File: config.mk
export PLATFORM = sky130hd
export DESIGN_NAME = sysid_check_ctrl
export DESIGN_NICKNAME = d
export VERILOG_FILES = /design/src/rtl/sysid_check_pkg.sv /design/src/rtl/sysid_lat_cnt.sv /design/src/rtl/sysid_check_ctrl.sv
export SDC_FILE = /design/constraint.sdc
export NUM_CORES = 1
export LEC_CHECK = 0
export CAP_MARGIN = 20
export CORE_MARGIN = 1
export CORE_UTILIZATION = 45
export CTS_CLUSTER_DIAMETER = 60
export CTS_CLUSTER_SIZE = 10
export DETAILED_ROUTE_END_ITERATION = 7
export GPL_TIMING_DRIVEN = 0
export PLACE_DENSITY = 0.79
export SYNTH_ARGS = -nofsm -noshare
export SYNTH_HDL_FRONTEND = slang
export SYNTH_SLANG_ARGS = --single-unit
File: constraint.sdc
create_clock -name clock -period 1.85 [get_ports clock]
set_input_delay 0.555 -clock clock [delete_from_list [all_inputs] [get_ports clock]]
set_output_delay 0.555 -clock clock [all_outputs]
set_load 0.005 [all_outputs]
File: src/rtl/sysid_check_pkg.sv
// Shared types and constants for the system-ID boot checker.
package sysid_check_pkg;

    typedef enum logic [2:0] {
        ST_IDLE,
        ST_REQ_ID,
        ST_LAT_ID,
        ST_REQ_TS,
        ST_LAT_TS,
        ST_FIN
    } state_e;

    localparam logic        ADDR_ID         = 1'b0;
    localparam logic        ADDR_TS         = 1'b1;
    localparam logic [7:0]  TIMEOUT_LIMIT   = 8'd255;
    localparam logic [31:0] DEF_EXPECTED_ID = 32'h0000_0001;
    localparam logic [31:0] DEF_EXPECTED_TS = 32'h5570_3D01;

    function automatic logic is_req(input state_e s);
        return (s == ST_REQ_ID) || (s == ST_REQ_TS);
    endfunction

endpackage

File: src/rtl/sysid_lat_cnt.sv
// Loadable saturating down-counter; load has priority over decrement.
module sysid_lat_cnt #(
    parameter int W = 2
) (
    input  logic         clock,
    input  logic         reset_n,
    input  logic         load_i,
    input  logic [W-1:0] val_i,
    input  logic         dec_i,
    output logic [W-1:0] cnt_o
);

    logic [W-1:0] cnt_q;

    always_ff @(posedge clock or negedge reset_n) begin
        if (!reset_n) begin
            cnt_q <= '0;
        end else if (load_i) begin
            cnt_q <= val_i;
        end else if (dec_i && (cnt_q != '0)) begin
            cnt_q <= cnt_q - W'(1);
        end
    end

    assign cnt_o = cnt_q;

endmodule

File: src/rtl/sysid_check_ctrl.sv
// Boot-time sysid reader: fetches ID and timestamp words and latches match status.
// Optional stall timeout enabled with macro SYSID_CHECK_TIMEOUT_EN.
module sysid_check_ctrl
    import sysid_check_pkg::*;
#(
    parameter logic [31:0] EXPECTED_ID = DEF_EXPECTED_ID,
    parameter logic [31:0] EXPECTED_TS = DEF_EXPECTED_TS,
    parameter int          RD_LATENCY  = 1,
    parameter int          AUTO_START  = 1
) (
    input  logic        clock,
    input  logic        reset_n,
    input  logic        start,
    output logic        m_address,
    output logic        m_read,
    input  logic        m_waitrequest,
    input  logic [31:0] m_readdata,
    output logic        busy,
    output logic        done,
    output logic        id_ok,
    output logic        ts_ok,
    output logic [31:0] id_value,
`ifdef SYSID_CHECK_TIMEOUT_EN
    output logic        timeout,
`endif
    output logic [31:0] ts_value
);

    localparam logic [1:0] LAT_INIT = 2'(RD_LATENCY);

    state_e      state_q;
    logic        first_q;
    logic        m_read_q, m_address_q, busy_q, done_q, id_ok_q, ts_ok_q;
    logic [31:0] id_value_q, ts_value_q;
    logic [1:0]  lat_cnt;
    logic        accepted, lat_hit, to_expire;

    assign accepted = is_req(state_q) && !m_waitrequest;
    assign lat_hit  = (lat_cnt == 2'd1);

    sysid_lat_cnt #(.W(2)) u_lat_cnt (
        .clock   (clock),
        .reset_n (reset_n),
        .load_i  (accepted),
        .val_i   (LAT_INIT),
        .dec_i   ((state_q == ST_LAT_ID) || (state_q == ST_LAT_TS)),
        .cnt_o   (lat_cnt)
    );

`ifdef SYSID_CHECK_TIMEOUT_EN
    logic       timeout_q;
    logic [7:0] stall_cnt;

    // Reloaded on every non-stall cycle so only consecutive stalls count down.
    sysid_lat_cnt #(.W(8)) u_stall_cnt (
        .clock   (clock),
        .reset_n (reset_n),
        .load_i  (!(is_req(state_q) && m_waitrequest)),
        .val_i   (TIMEOUT_LIMIT),
        .dec_i   (is_req(state_q) && m_waitrequest),
        .cnt_o   (stall_cnt)
    );

    assign to_expire = is_req(state_q) && m_waitrequest && (stall_cnt == 8'd1);
    assign timeout   = timeout_q;
`else
    assign to_expire = 1'b0;
`endif

    always_ff @(posedge clock or negedge reset_n) begin
        if (!reset_n) begin
            state_q     <= ST_IDLE;
            first_q     <= 1'b1;
            m_read_q    <= 1'b0;
            m_address_q <= ADDR_ID;
            busy_q      <= 1'b0;
            done_q      <= 1'b0;
            id_ok_q     <= 1'b0;
            ts_ok_q     <= 1'b0;
            id_value_q  <= '0;
            ts_value_q  <= '0;
`ifdef SYSID_CHECK_TIMEOUT_EN
            timeout_q   <= 1'b0;
`endif
        end else begin
            // NOTE: done defaults low each cycle so the FIN entry below yields a single-cycle pulse.
            done_q  <= 1'b0;
            first_q <= 1'b0;
            case (state_q)
                ST_IDLE: begin
                    if (start || ((AUTO_START != 0) && first_q)) begin
                        state_q     <= ST_REQ_ID;
                        m_read_q    <= 1'b1;
                        m_address_q <= ADDR_ID;
                        busy_q      <= 1'b1;
                        id_ok_q     <= 1'b0;
                        ts_ok_q     <= 1'b0;
`ifdef SYSID_CHECK_TIMEOUT_EN
                        timeout_q   <= 1'b0;
`endif
                    end
                end
                ST_REQ_ID, ST_LAT_ID: begin
                    if (state_q == ST_REQ_ID && to_expire) begin
                        state_q  <= ST_FIN;
                        m_read_q <= 1'b0;
                        busy_q   <= 1'b0;
                        done_q   <= 1'b1;
`ifdef SYSID_CHECK_TIMEOUT_EN
                        timeout_q <= 1'b1;
`endif
                    end else if ((state_q == ST_REQ_ID && accepted && RD_LATENCY == 0) ||
                                 (state_q == ST_LAT_ID && lat_hit)) begin
                        id_value_q  <= m_readdata;
                        id_ok_q     <= (m_readdata == EXPECTED_ID);
                        state_q     <= ST_REQ_TS;
                        m_read_q    <= 1'b1;
                        m_address_q <= ADDR_TS;
                    end else if (state_q == ST_REQ_ID && accepted) begin
                        state_q  <= ST_LAT_ID;
                        m_read_q <= 1'b0;
                    end
                end
                ST_REQ_TS, ST_LAT_TS: begin
                    if (state_q == ST_REQ_TS && to_expire) begin
                        state_q  <= ST_FIN;
                        m_read_q <= 1'b0;
                        busy_q   <= 1'b0;
                        done_q   <= 1'b1;
`ifdef SYSID_CHECK_TIMEOUT_EN
                        timeout_q <= 1'b1;
`endif
                    end else if ((state_q == ST_REQ_TS && accepted && RD_LATENCY == 0) ||
                                 (state_q == ST_LAT_TS && lat_hit)) begin
                        ts_value_q <= m_readdata;
                        ts_ok_q    <= (m_readdata == EXPECTED_TS);
                        state_q    <= ST_FIN;
                        m_read_q   <= 1'b0;
                        busy_q     <= 1'b0;
                        done_q     <= 1'b1;
                    end else if (state_q == ST_REQ_TS && accepted) begin
                        state_q  <= ST_LAT_TS;
                        m_read_q <= 1'b0;
                    end
                end
                ST_FIN: begin
                    state_q     <= ST_IDLE;
                    m_address_q <= ADDR_ID;
                end
                default: state_q <= ST_IDLE;
            endcase
        end
    end

    assign m_read    = m_read_q;
    assign m_address = m_address_q;
    assign busy      = busy_q;
    assign done      = done_q;
    assign id_ok     = id_ok_q;
    assign ts_ok     = ts_ok_q;
    assign id_value  = id_value_q;
    assign ts_value  = ts_value_q;

endmodule

# Word-level counts from Yosys, hierarchy flattened
# Index checks and enable logic that the tools add are counted.
# op_classes
n_addsub,1
eq_ne,13
muxes,25
n_reduce_logical,26
# ops
operator,n
$eq A32 B1 Y1 const B,1
$eq A32 B31 Y1 const B,1
$mux W3,5
$mux W1,12
$reduce_and A3 Y1,4
$pmux W3 S3,1
$reduce_bool A2 Y1,4
$eq A3 B2 Y1 const B,2
$eq A3 B3 Y1 const B,2
$logic_and A1 B1 Y1,6
$ne A2 B2 Y1 const B,3
$ne A3 B3 Y1 const B,2
$pmux W1 S2,3
$pmux W1 S3,2
$reduce_bool A3 Y1,2
$mux W2,2
$reduce_and A2 Y1,2
$reduce_and A4 Y1,1
$reduce_or A2 Y1,2
$eq A3 B1 Y1 const B,1
$logic_not A3 Y1,1
$logic_or A1 B1 Y1,3
$eq A2 B1 Y1 const B,1
$sub A2 B1 Y2 const B,1
$logic_not A1 Y1,1
# word_totals
reg_bits,76
word_cells,76

# Longest topological paths before layout
# depth
depth_word,7
depth_mapped,8
mapped_depth_nobuf,6

# Cells and area by module
# Synthesis repeated with hierarchy kept, for this count alone.
# hier_totals
cells_unflattened,282
area_unflattened_um2,3101.7
# modules_own_cells
module,n_inst,cells_per_inst,area_each_um2,seq_area_each_um2
sysid_check_ctrl,1,269,2970.3,1853.0
sysid_lat_cnt,1,13,131.4,50.0

# Least setup slack after synthesis
# No wires, ideal clock.
# synth_path
path_kind,reg-to-reg
startpoint,"register u_lat_cnt.cnt_q[1], in the netlist u_lat_cnt.cnt_o[1]"
endpoint,"register ts_value_q[15], in the netlist ts_value[15]"
setup_ns,0.125
arrival_time_ns,1.532
required_ns,1.725
path_slack_ns,0.193
path_stages_with_launch,7
path_buffers,1
synth_period_minus_slack_ns,1.657
path_cell_list,dfrtp_1 inv_1 ha_1 nand2_1 nor3_4 buf_6 mux2_2
# synth_via
elab_chain_cells,3
# synth_lines
element,line_no,rtl
start: declaration,sysid_lat_cnt.sv:13,logic [W-1:0] cnt_q;
start signal: assignment,sysid_lat_cnt.sv:19,cnt_q <= val_i;
start signal: assignment,sysid_lat_cnt.sv:21,cnt_q <= cnt_q - W'(1);
$eq A2 B1 Y1,sysid_check_ctrl.sv:39,assign lat_hit = (lat_cnt == 2'd1);
$logic_and A1 B1 Y1,sysid_check_ctrl.sv:134,(state_q == ST_LAT_TS && lat_hit)) begin
$reduce_and A2 Y1 (no source line),n/a,
end signal: assignment,sysid_check_ctrl.sv:135,ts_value_q <= m_readdata;
end: declaration,sysid_check_ctrl.sv:34,"logic [31:0] id_value_q, ts_value_q;"
# Every way passes these cells.
# A chain may end at the register's enable or synchronous reset.

# Final worst setup path
# layout_path
startpoint,"register id_value_q[30], in the netlist id_value[30]"
endpoint,output port id_value[30]
# layout_rtl
element,line_no,rtl
start: declaration,sysid_check_ctrl.sv:34,
start signal: assignment,sysid_check_ctrl.sv:114,id_value_q <= m_readdata;
end: declaration,sysid_check_ctrl.sv:22,"output logic [31:0] id_value,"
# No word-level cell between the ends.

==> run metrics <==
sw frac=0.290; DRT antenna net count=0; Worst Setup Start Kind=flip-flop; drt wl/cell=15.9 um; Slew Limit Fails=0; critical path class=flip-flop to output pin; Seq pwr share=0.386; syn avg cell area=14.3 um2; Die Area=7340 um2; Data arrival, critical path=1.24 ns; RSZ-0062 raised after global routing=false; IO buf count=105; CTS H-Tree Depth=3; CTS tree=yes; Syn Nets=259; Bufs and invs on worst path=1; Max rail drop VDD=810 uV; FF/Latch Area=1900 um2; largest area contributor in the netlist=dfrtp_1; Placer Congestion=0.826; Detailed Routing Iterations Pass 1=4; crit end category=output pin; die width=85.7 um; Worst-path clk slew=0.08 ns; row cnt=30; area of the mapped netlist=3150 um2; Post-Route Utilization=0.676; Final Setup Violations=0; Layout Cells excl Fill=441; Yosys top cell area share=0.595; Root Buffer Master=clkbuf_8; Comb power frac=0.443; initial core utilization=0.464; CP max stage cell=clkdlybuf4s50_1; CTS sink count=76; GRT overflow=0; GRT Util Overall=0.207; Top delay family on crit path=buffers and inverters; Pwr Total=0.00735 W; Required @ worst endpoint=1.29 ns; commonest non-fill, non-tap cells in the layout=104 x clkdlybuf4s50_1, 74 x dfrtp_1, 60 x mux2_2; antenna violations before repair=0; synth warn=0; placed insts=423; TritonCTS buffer count=9; commonest non-fill, non-tap cell in the layout=clkdlybuf4s50_1; antenna cells=0; Clk pwr share=0.171; DR iter-0 viols=82; chip height=85.7 um; final hold vios=0; final wirelength=7030 um; synthesis-stage register bit count=76; # IOs=106; area delta synth->final=45.6%; sequential-to-total area share from yosys stat=0.604; Hold Path Class=primary input to async pin; multi-input logic area=1150 um2; Syn Inst Count=221; final period utilization=0.969; Core ar.=6790 um2; Clock Latency Late Sink=0.34 ns; Final Skew=0.00768 ns; via/cell ratio=5.01; first-pass GRT wire length=11600 um; max cap viols=0; pin count of the biggest net entering global routing=61; HPWL after DPL=5220 um; leakage power=1.92 nW; hold_ws=0.0722 ns; status=completed; fillers=507; vias in the first global route=2325; Residual DRC=0; synth unique cells=36; CP cell instances=clkdlybuf4s50_1; layout cells sized above 1=0.281; Final WS setup=0.0567 ns; DP Worst Slack=-0.281 ns; crit-path max FO=2; Crit path largest cell delay=0.54 ns; Final min period=1.79 ns; CTS max path bufs=2; Vias=2210; setup slack, reg-to-reg=0.11 ns; Net Switching=0.00214 W; Synth area leaders=dfrtp_1 60%, mux2_2 21%, buf_6 2.5%; internal power=0.00522 W; cell area power density=1600 nW/um2; Nets=378; Achievable Freq=558 MHz
## per-stage QoR
step | instance area, um2 | setup TNS, ns
after floorplan | 3150 | 0
after global placement | 4320 | -184.54
after detailed placement | 4350 | -4.16
after CTS | 4570 | 0
after global routing | 4590 | 0
final | 4590 | 0
## registers in the layout, summed over array words and instances (netlist names)
| signal | cells |
|---|---|
| busy | 1 |
| done | 1 |
| first_q | 1 |
| id_ok | 1 |
| id_value | 32 |
| m_address | 1 |
| m_read | 1 |
| state_q | 3 |
| ts_ok | 1 |
| ts_value | 32 |
| u_lat_cnt.cnt_o | 2 |
## cell usage after synthesis
master / count
a2111o_1: 1
or2_2: 1
nand4_1: 4
nand2b_1: 1
nor2_1: 3
dfstp_2: 1
mux2_2: 60
nor3_2: 1
conb_1: 1
nor3_1: 4
nor4_1: 7
mux2_1: 4
o21ai_0: 8
nor2b_1: 2
nor3_4: 1
nand2_1: 8
o21bai_1: 1
xnor2_1: 3
inv_1: 5
a211oi_1: 1
a32o_1: 1
buf_6: 7
nor4b_1: 1
buf_2: 3
dfrtp_1: 75
and2_1: 2
nand3b_1: 1
xor2_1: 1
a21oi_1: 4
and3_1: 1
ha_1: 2
a22o_1: 1
o21ai_1: 1
o211ai_1: 1
o31ai_1: 1
nand3_1: 2
## worst paths after layout
check	start	endpoint	depth (start not counted)
worst max-delay path	id_value[30]	id_value[30]	1
worst min-delay path	reset_n	id_value[17]	1
max in group asynchronous	reset_n	first_q	2
worst max register to register	u_lat_cnt.cnt_o[1]	id_value[15]	8
worst min register to register	ts_value[19]	ts_value[19]	1
min in group clock	ts_value[19]	ts_value[19]	1
## power by group through the flow
stage | combinational (W) | clock [W] | sequential, W
6_report | 0.00326 | 0.00125 | 0.00284
3_5_place_dp | 0.00323 | 0 | 0.00286
3_3_place_gp | 0.00316 | 0 | 0.00283
4_1_cts | 0.00326 | 0.00129 | 0.00284
2_1_floorplan | 0.00137 | 0 | 0.00288
5_1_grt | 0.00354 | 0.00137 | 0.00294
## cell families (layout without fill, tap and decap cells)
logic type / Yosys count / in the layout / share of synthesized area
DFF: 76 / 76 / 0.604
muxes: 64 / 64 / 0.229
adders and majority gates: 2 / 2 / 0.00794
buffers and inverters: 15 / 139 / 0.0357
xor gates and xnor gates: 4 / 4 / 0.0111
AOI/OAI and AO/OA: 20 / 20 / 0.0397
and+or+nand+nor: 39 / 39 / 0.0719
other: 1 / 1 / 0.00119
## routing by layer
layer / wire length (um) / GRT usage
met1: 3020 / 0.258
met2: 3370 / 0.327
met3: 537 / 0.0818
met4: 95 / 0.0773
met5: 0 / 0
## layout make-up
class / count / area share
flip-flops and latches: 76 / 0.415
well taps: 96 / 0.0262
clock buffers: 10 / 0.0300
inverters: 5 / 0.00409
repair buffers: 108 / 0.238
clock inverters: 6 / 0.0139
plain buffers: 10 / 0.0229
multi-input cells: 130 / 0.250
## repair_timing
| action | in CTS | in global routing |
|---|---|---|
| pin swaps | 1 | 0 |
| buffers inserted | 2 | 0 |
| cloned | 0 | 0 |
| hold buffers | 0 | 0 |
| resized for setup | 1 | 6 |
| endpoints found under the setup margin | 58 | 61 |
Power figures use the tool's default switching activity.
